### src/rtl/swc_ingress_framer.sv
// Ingress framer: packs lookup-stage beats into 128-bit data-FIFO writes and closes
// each frame with one 16-bit descriptor {4'b0, portmap, word count}.
module swc_ingress_framer #(
    parameter int MAX_WORDS = 96
) (
    input  logic         clk,
    input  logic         rstn,
    input  logic [127:0] in_data,
    input  logic         in_valid,
    input  logic         in_sof,
    input  logic         in_eof,
    input  logic         in_err,
    input  logic [3:0]   in_portmap,
    input  logic [1:0]   in_src_port,
    output logic         in_ready,
    output logic [127:0] cell_data_din,
    output logic         cell_data_wr,
    output logic [15:0]  cell_ptr_din,
    output logic         cell_ptr_wr,
    input  logic         cell_bp,
    output logic [15:0]  stat_fwd_cnt,
    output logic [15:0]  stat_drop_cnt
);

    typedef enum logic [1:0] {IDLE, BODY, OVER} state_t;

    localparam logic [7:0] MAX_CNT = 8'(MAX_WORDS);

    state_t      state, state_nxt;
    logic [7:0]  word_cnt, cnt_nxt;
    logic [3:0]  portmap_eff, pm_nxt;
    logic [3:0]  pm_in;
    logic        accept;
    logic        data_wr_nxt;
    logic        close_old, close_cur;
    logic [15:0] desc_old, desc_cur;
    logic        pend_vld, pend_vld_nxt;
    logic [15:0] pend_desc, pend_desc_nxt;
    logic        emit_vld;
    logic [15:0] emit_desc;

    function automatic logic [15:0] make_desc(input logic [3:0] pm, input logic [7:0] cnt,
                                              input logic discard);
        return {4'b0, discard ? 4'b0 : pm, cnt};
    endfunction

    assign in_ready = ~cell_bp;
    assign accept   = in_valid & ~cell_bp;
    assign pm_in    = in_portmap & ~(4'b0001 << in_src_port);

    // close_old retires a frame cut short by a new sof; close_cur retires the frame of this beat.
    always_comb begin
        // NOTE: every signal written here gets a default first, so no path can infer a latch.
        state_nxt   = state;
        cnt_nxt     = word_cnt;
        pm_nxt      = portmap_eff;
        data_wr_nxt = 1'b0;
        close_old   = 1'b0;
        close_cur   = 1'b0;
        desc_old    = '0;
        desc_cur    = '0;
        if (accept) begin
            if (in_sof) begin
                if (state != IDLE) begin
                    close_old = 1'b1;
                    desc_old  = make_desc(portmap_eff, word_cnt, 1'b1);
                end
                data_wr_nxt = 1'b1;
                pm_nxt      = pm_in;
                cnt_nxt     = 8'd1;
                if (in_eof) begin
                    close_cur = 1'b1;
                    desc_cur  = make_desc(pm_in, 8'd1, in_err || pm_in == 4'b0);
                    state_nxt = IDLE;
                end else begin
                    state_nxt = BODY;
                end
            end else begin
                case (state)
                    BODY: begin
                        if (word_cnt == MAX_CNT) begin
                            if (in_eof) begin
                                close_cur = 1'b1;
                                desc_cur  = make_desc(portmap_eff, word_cnt, 1'b1);
                                state_nxt = IDLE;
                            end else begin
                                state_nxt = OVER;
                            end
                        end else begin
                            data_wr_nxt = 1'b1;
                            cnt_nxt     = word_cnt + 8'd1;
                            if (in_eof) begin
                                close_cur = 1'b1;
                                desc_cur  = make_desc(portmap_eff, word_cnt + 8'd1,
                                                      in_err || portmap_eff == 4'b0);
                                state_nxt = IDLE;
                            end
                        end
                    end
                    OVER: begin
                        if (in_eof) begin
                            close_cur = 1'b1;
                            desc_cur  = make_desc(portmap_eff, word_cnt, 1'b1);
                            state_nxt = IDLE;
                        end
                    end
                    default: ;  // beats outside a frame are dropped
                endcase
            end
        end
    end

    // A sof+eof beat that cuts an open frame yields two descriptors; the younger one waits a
    // cycle in pend_desc. That only happens in BODY/OVER, and the slot always drains before the
    // FSM can leave IDLE again, so one entry is enough.
    always_comb begin
        emit_vld = pend_vld | close_old | close_cur;
        if (pend_vld) begin
            emit_desc     = pend_desc;
            pend_vld_nxt  = close_old | close_cur;
            pend_desc_nxt = close_old ? desc_old : desc_cur;
        end else begin
            emit_desc     = close_old ? desc_old : desc_cur;
            pend_vld_nxt  = close_old & close_cur;
            pend_desc_nxt = desc_cur;
        end
    end

    // NOTE: state is assigned non-blocking so every flop samples pre-edge values in parallel.
    always_ff @(posedge clk or negedge rstn) begin
        if (!rstn) begin
            state         <= IDLE;
            word_cnt      <= '0;
            portmap_eff   <= '0;
            pend_vld      <= 1'b0;
            pend_desc     <= '0;
            cell_data_wr  <= 1'b0;
            cell_data_din <= '0;
            cell_ptr_wr   <= 1'b0;
            cell_ptr_din  <= '0;
            stat_fwd_cnt  <= '0;
            stat_drop_cnt <= '0;
        end else begin
            state        <= state_nxt;
            word_cnt     <= cnt_nxt;
            portmap_eff  <= pm_nxt;
            pend_vld     <= pend_vld_nxt;
            pend_desc    <= pend_desc_nxt;
            cell_data_wr <= data_wr_nxt;
            if (data_wr_nxt) cell_data_din <= in_data;
            cell_ptr_wr  <= emit_vld;
            if (emit_vld) begin
                cell_ptr_din <= emit_desc;
                if (emit_desc[11:8] != 4'b0) stat_fwd_cnt  <= stat_fwd_cnt + 16'd1;
                else                         stat_drop_cnt <= stat_drop_cnt + 16'd1;
            end
        end
    end

endmodule

### config.mk
export PLATFORM = sky130hd
export DESIGN_NAME = swc_ingress_framer
export DESIGN_NICKNAME = d
export VERILOG_FILES = /design/src/rtl/swc_ingress_framer.sv
export SDC_FILE = /design/constraint.sdc
export NUM_CORES = 1
export LEC_CHECK = 0
export CORE_MARGIN = 1.5
export CORE_UTILIZATION = 47
export DETAILED_ROUTE_END_ITERATION = 8
export HOLD_SLACK_MARGIN = 0.08
export PLACE_DENSITY = 0.89
export SLEW_MARGIN = 30
export SYNTH_ARGS = -nofsm -noshare
export SYNTH_HDL_FRONTEND = slang
export SYNTH_SLANG_ARGS = --single-unit
### constraint.sdc
create_clock -name clk -period 3.6 [get_ports clk]
set_clock_uncertainty 0.1 [all_clocks]
set_input_delay 0.54 -clock clk [delete_from_list [all_inputs] [get_ports clk]]
set_output_delay 0.54 -clock clk [all_outputs]
set_load 0.05 [all_outputs]
==> flow_metrics.env, run 1 <==
export IMPL_outcome="complete, no violations"
export IMPL_grt_start_max_net_pins=137
export IMPL_antenna_found_initial=0
export IMPL_clk_latency_ps=500
export IMPL_portBuffers=315
export IMPL_die_h_um=141
export IMPL_hp_class="reg -> reg"
export IMPL_start_util_pct=47.7
export IMPL_swShare_pct=38.4
export IMPL_clock_fmax_ghz=0.341
export IMPL_synth_area_sq_um=8900
export IMPL_cts_max_path_buffers=3
export IMPL_ios=320
export IMPL_slew_headroom_pct=53.6
export IMPL_pwr_share_clk_pct=28.7
export IMPL_crit_type="reg -> reg"
export IMPL_first_global_vias=7911
export IMPL_drt_first_iter_violations=576
export IMPL_vias_per_cell=5.27
export IMPL_cts_buffers=23
export IMPL_drive_gt1_share_pct=7.09
export IMPL_drt_total_wl_um=26100
export IMPL_grt_util_met1_pct=32.1
export IMPL_syn_area_per_cell_sq_um=9.32
export IMPL_grt_total_usage_pct=26.3
export IMPL_fin_nets=1403
export IMPL_grtUsageMet3_pct=7.57
export IMPL_cap_violations=0
export IMPL_p_seq_share_pct=35.7
export IMPL_htreeDepth=1
export IMPL_crit_slowest_cell="dfrtp_1"
export IMPL_fin_setup_tns_ps=0
export IMPL_root_buffer="clkbuf_16"
export IMPL_ant_nets=0
export IMPL_crit_path_start_kind="register"
export IMPL_coreArea_sq_um=18600
export IMPL_irDropWorstVdd_uv=443
export IMPL_power_density_nw_per_um2=628
export IMPL_clock_sinks=201
export IMPL_routedWlPerCell_um=17.4
export IMPL_power_leakage_nw=6.20
export IMPL_ys_ff_latch=201
export IMPL_comb_power_share_pct=35.6
export IMPL_die_area_sq_um=19800
export IMPL_intPower_w=0.00504
export IMPL_ys_seq_area_share_pct=56.5
export IMPL_clkTransAtPathRegs_ps=60
export IMPL_endpoint_kind="register"
export IMPL_grt_use_met2_pct=45.6
export IMPL_hpwl_um=18000
export IMPL_p_total_w=0.00819
export IMPL_async_flop_share_pct=100
export IMPL_crit_chain="inv_1 -> ha_1 -> nor3b_4 -> a21oi_2 -> or2_1 -> a32o_2 -> nor3_2 -> mux2_2"
export IMPL_setup_violations=0
export IMPL_slowest_delay_ps=470
export IMPL_slew_violations=0
export IMPL_period_minus_slack_ps=2930
export IMPL_grt_busiest_layer="met2"
export IMPL_gp_congestion=0.868
export IMPL_area_growth_pct=46.4
export IMPL_dr_pass1_iters=5
export IMPL_power_switching_w=0.00315
export IMPL_ys_warn_count=0
export IMPL_drc=0
export IMPL_hold_viol_final=0
export IMPL_grt_overflow=0
export IMPL_syn_inst=955
export IMPL_cts_tree="done"
export IMPL_worst_pin_slew_ps=696
export IMPL_synth_edff_count=0
export IMPL_post_cts_buffers=0
export IMPL_worstPathArrival_ps=3220
export IMPL_synth_distinct_cells=70
export IMPL_crit_required_ps=3880
export IMPL_grt_first_pass_wirelength_um=41700
export IMPL_finalCritPeriodShare_pct=81.5
export IMPL_dieWidth_um=141
export IMPL_vias=7926
export IMPL_critical_path_max_fanout=16
export IMPL_rows=50
export IMPL_grt_setup_unrepaired="no"
export IMPL_synth_ff_type="dfrtp_1"
-- state kept, by name, summed over array words and instances, names as in the netlist, 2 cells and up --
name	flops
word_cnt	8
pend_desc	12
portmap_eff	4
state	2
cell_data_din	128
cell_ptr_din	12
stat_fwd_cnt	16
stat_drop_cnt	16
-- through the flow --
step           cell area, sq um  hold slack (ps)  std cells  utilization [%]  setup slack [ps]
2_1_floorplan              8910              144        958                -              1120
3_3_place_gp              12300              334       1463             65.8               378
3_5_place_dp              12300              344       1463             65.8               311
4_1_cts                   13000              357       1503             69.9               683
5_1_grt                   13000              392       1503             69.9               532
6_report                  13000              352       1504             69.9               667
-- final cells by class --
type,count,area [sq um]
Tap cell,234,293
Timing Repair Buffer,329,3340
Antenna cell,1,2.50
Fill cell,1313,5610
Multi-Input combinational cell,685,3550
Clock inverter,6,83.8
Clock buffer,33,673
Sequential cell,201,5030
Inverter,15,58.8
-- logic make-up (layout without fill, tap and decap cells) --
| kind of cell | count (synthesis) | in the layout | synth area share, % |
|---|---|---|---|
| DFF | 201 | 201 | 56.5 |
| xor gates and xnor gates | 30 | 30 | 2.95 |
| other | 1 | 5 | 0.0421 |
| and+or+nand+nor | 525 | 525 | 25.9 |
| buffers and inverters | 72 | 383 | 3.81 |
| muxes | 5 | 5 | 0.618 |
| adders and majority gates | 8 | 8 | 1.10 |
| AOI/OAI and AO/OA | 113 | 113 | 9.08 |
-- synth_stat cells, drive strengths merged, types with 3 or more instances --
cell | instances | share of area [%]
nand2 | 420 | 18
dfrtp | 201 | 57
buf | 29 | 2.0
clkbuf | 28 | 1.2
o21ai | 28 | 1.6
and3 | 22 | 1.5
o31ai | 19 | 2.1
a21oi | 18 | 1.1
nor2 | 18 | 0.76
nand3 | 17 | 0.96
xnor2 | 15 | 1.5
xor2 | 15 | 1.5
inv | 14 | 0.59
nor4 | 13 | 1.8
a31oi | 12 | 0.84
nor3 | 10 | 0.73
a21o | 8 | 0.67
ha | 7 | 0.98
mux2 | 4 | 0.51
nand2b | 4 | 0.28
nor2b | 4 | 0.28
o22ai | 4 | 0.28
a32oi | 3 | 0.30
nor3b | 3 | 0.38
-- path summary, 6_finish.rpt --
| path | start | endpoint | slack, ps | cells past startpoint |
|---|---|---|---|---|
| worst max-delay path | word_cnt[0]$_DFFE_PN0P_ | stat_fwd_cnt[1]$_DFFE_PN0P_ | 670 | 8 |
| worst min-delay path | pend_desc[7]$_DFF_PN0_ | cell_ptr_din[7]$_DFFE_PN0P_ | 350 | 1 |
| worst max register to register | word_cnt[0]$_DFFE_PN0P_ | stat_fwd_cnt[1]$_DFFE_PN0P_ | 670 | 8 |
| worst min register to register | pend_desc[7]$_DFF_PN0_ | cell_ptr_din[7]$_DFFE_PN0P_ | 350 | 1 |
| max in group asynchronous | rstn | stat_fwd_cnt[15]$_DFFE_PN0P_ | 1990 | 3 |
| min in group asynchronous | rstn | portmap_eff[0]$_DFFE_PN0P_ | 560 | 2 |
-- power groups by stage --
stage	Combinational, W	Sequential (W)	Clock [W]
2_1_floorplan	0.000575	0.00412	0
4_1_cts	0.00293	0.00292	0.00238
5_1_grt	0.00307	0.00296	0.00249
3_3_place_gp	0.00286	0.00292	0
3_5_place_dp	0.00290	0.00294	0
6_report	0.00292	0.00292	0.00235
-- layout by cell type (no fill, tap or decap), types with 9 or more instances in the layout --
cell and n:
a21oi_1 17, a31oi_1 12, and3_1 22, clkbuf_16 23, clkdlybuf4s50_1 314, dfrtp_1 201
inv_1 14, nand2_1 419, nand3_1 17, nor2_1 18, nor4_2 13, o21ai_0 27
o31ai_1 10, o31ai_2 9, xnor2_1 15, xor2_1 15
-- worst max-delay path: cells and delay by family (launching register included) --
kind	cells	cell delay, ps
fa+ha+maj	1	170
mux	1	350
simple gates	3	980
compound gates	2	590
buf+inv	1	150
flops	1	470
-- repair_timing --
action / CTS / global route
hold buffers: 1 / 0
hold endpoints to repair: 79 / 0
gates resized for setup: 0 / 0
-- layer usage --
metal  wire length, um  part of all wire (%)  up-vias
li1                  -                     -     3720
met1             10100                    39     3858
met2             13300                    51      297
met3              2020                   7.7       51
met4               672                   2.6        0
met5                 0                     0        -
Note: power is estimated with default switching activity, not from simulation.
==> run 2, diff against run 1 <==
--- a/config.mk
+++ b/config.mk
@@ -6,10 +6,10 @@
 export NUM_CORES = 1
 export LEC_CHECK = 0
 export CORE_MARGIN = 1.5
-export CORE_UTILIZATION = 47
+export CORE_UTILIZATION = 45
 export DETAILED_ROUTE_END_ITERATION = 8
 export HOLD_SLACK_MARGIN = 0.08
-export PLACE_DENSITY = 0.89
+export PLACE_DENSITY = 0.86
 export SLEW_MARGIN = 30
 export SYNTH_ARGS = -nofsm -noshare
 export SYNTH_HDL_FRONTEND = slang
==> constraint.sdc (replaced) <==
create_clock -name clk -period 2.9 [get_ports clk]
set_clock_uncertainty 0.1 [all_clocks]
set_input_delay 0.435 -clock clk [delete_from_list [all_inputs] [get_ports clk]]
set_output_delay 0.435 -clock clk [all_outputs]
set_load 0.05 [all_outputs]
==> flow_metrics.env, run 2 (synthesized netlist as in run 1, its figures left out) <==
export IMPL_grt_first_pass_wirelength_um=40400
export IMPL_area_growth_pct=48.7
export IMPL_drc=0
export IMPL_grt_total_usage_pct=24.7
export IMPL_power_density_nw_per_um2=764
export IMPL_clock_fmax_ghz=0.372
export IMPL_drive_gt1_share_pct=8.46
export IMPL_routedWlPerCell_um=16.6
export IMPL_final_common_cell="nand2_1"
export IMPL_drt_first_iter_violations=493
export IMPL_clk_latency_ps=500
export IMPL_crit_type="reg -> reg"
export IMPL_hp_class="reg -> reg"
export IMPL_rows=51
export IMPL_crit_path_start_kind="register"
export IMPL_fin_nets=1421
export IMPL_hpwl_um=18200
export IMPL_instances_no_fill=1553
export IMPL_power_leakage_nw=6.30
export IMPL_drt_total_wl_um=25800
export IMPL_dr_pass1_iters=5
export IMPL_root_buffer="clkbuf_16"
export IMPL_gp_congestion=0.899
export IMPL_slew_headroom_pct=53.0
export IMPL_irDropWorstVdd_uv=504
export IMPL_critical_path_max_fanout=10
export IMPL_layout_common_cells="nand2_1 (419), clkdlybuf4s50_1 (314), dfrtp_1 (201), o21ai_0 (27)"
export IMPL_ios=320
export IMPL_coreArea_sq_um=19500
export IMPL_grt_start_max_net_pins=84
export IMPL_slew_violations=0
export IMPL_die_h_um=144
export IMPL_die_area_sq_um=20600
export IMPL_antenna_cells=0
export IMPL_place_ws_ps=77.7
export IMPL_grt_setup_unrepaired="no"
export IMPL_clock_sinks=201
export IMPL_final_util_pct=68.0
export IMPL_first_global_vias=8077
export IMPL_dp_cells=1513
export IMPL_period_minus_slack_ps=2690
export IMPL_outcome="complete, no violations"
export IMPL_cts_max_path_buffers=3
export IMPL_ctsResizeCount=0
export IMPL_worst_pin_slew_ps=705
export IMPL_vias_per_cell=5.10
export IMPL_fin_setup_tns_ps=0
export IMPL_portBuffers=315
export IMPL_worstPathArrival_ps=3010
export IMPL_finalCritPeriodShare_pct=92.8
export IMPL_endpoint_kind="register"
export IMPL_largest_register_ffs=128
export IMPL_cts_tree="done"
export IMPL_htreeDepth=1
export IMPL_cts_buffers=22
export IMPL_hold_viol_final=0
export IMPL_setup_violations=0
export IMPL_clkTransAtPathRegs_ps=60
export IMPL_setup_slack_ps=209
export IMPL_vias=7928
export IMPL_dieWidth_um=144
export IMPL_largest_register="cell_data_din"
export IMPL_cap_violations=0
export IMPL_ant_nets=0
export IMPL_grt_overflow=0
export IMPL_antenna_found_initial=1
export IMPL_start_util_pct=45.7
export IMPL_crit_required_ps=3220
export IMPL_reg_top3="cell_data_din (128), stat_drop_cnt (16), stat_fwd_cnt (16)"
## run 2: repair_timing
action	CTS	global route
setup buffers	0	0
hold endpoints to repair	78	0
setup endpoints to repair	0	0
hold buffers	1	0
## run 2: worst paths after layout
check                                                 end  slack (ps)                     from  cells past startpoint
setup reg to reg              stat_fwd_cnt[2]$_DFFE_PN0P_         210  word_cnt[0]$_DFFE_PN0P_                      9
min in group asynchronous    stat_fwd_cnt[13]$_DFFE_PN0P_         480                     rstn                      2
max in group asynchronous  cell_data_din[116]$_DFFE_PN0P_        1520                     rstn                      3
hold / removal                cell_ptr_din[2]$_DFFE_PN0P_         360   pend_desc[2]$_DFF_PN0_                      2
setup / recovery              stat_fwd_cnt[2]$_DFFE_PN0P_         210  word_cnt[0]$_DFFE_PN0P_                      9
hold reg to reg               cell_ptr_din[2]$_DFFE_PN0P_         360   pend_desc[2]$_DFF_PN0_                      2
## run 2: through the flow
stage,hold slack [ps],power (W),cell area (sq um)
6_report,356,0.0101,13200
5_1_grt,342,0.0105,13200
4_1_cts,336,0.0102,13200
3_5_place_dp,338,0.00730,12500
3_3_place_gp,333,0.00722,12500
2_1_floorplan,39.4,0.00583,8910
## run 2: layout make-up
cell class	instances	area [sq um]
Tap cell	265	332
Sequential cell	201	5030
Timing Repair Buffer	348	3520
Fill cell	1453	6230
Clock inverter	7	85.1
Multi-Input combinational cell	685	3550
Clock buffer	32	659
Inverter	15	58.8
## run 2: routing by layer
metal  track usage [%]  up-vias  share of wire, %
li1                  -     3767                 -
met1              27.8     3781                37
met2              43.8      314                52
met3              8.13       64               8.3
met4              8.70        2               2.9
met5                 0        -             0.035
## run 2: power by group
| part | leakage [nW] | switching [W] | internal, W |
|---|---|---|---|
| Clock | 0.372 | 0.00109 | 0.00175 |
| Sequential | 2.57 | 0.000330 | 0.00327 |
| Combinational | 3.36 | 0.00242 | 0.00124 |
## run 2: critical path: stages (launching register included)
cell and delay [ps]:
dfrtp_1 380, inv_1 110, ha_1 160, nor3b_4 360, a21oi_2 170, or2_1 310
a32o_2 350, buf_4 210, o31ai_1 320, xnor2_1 160
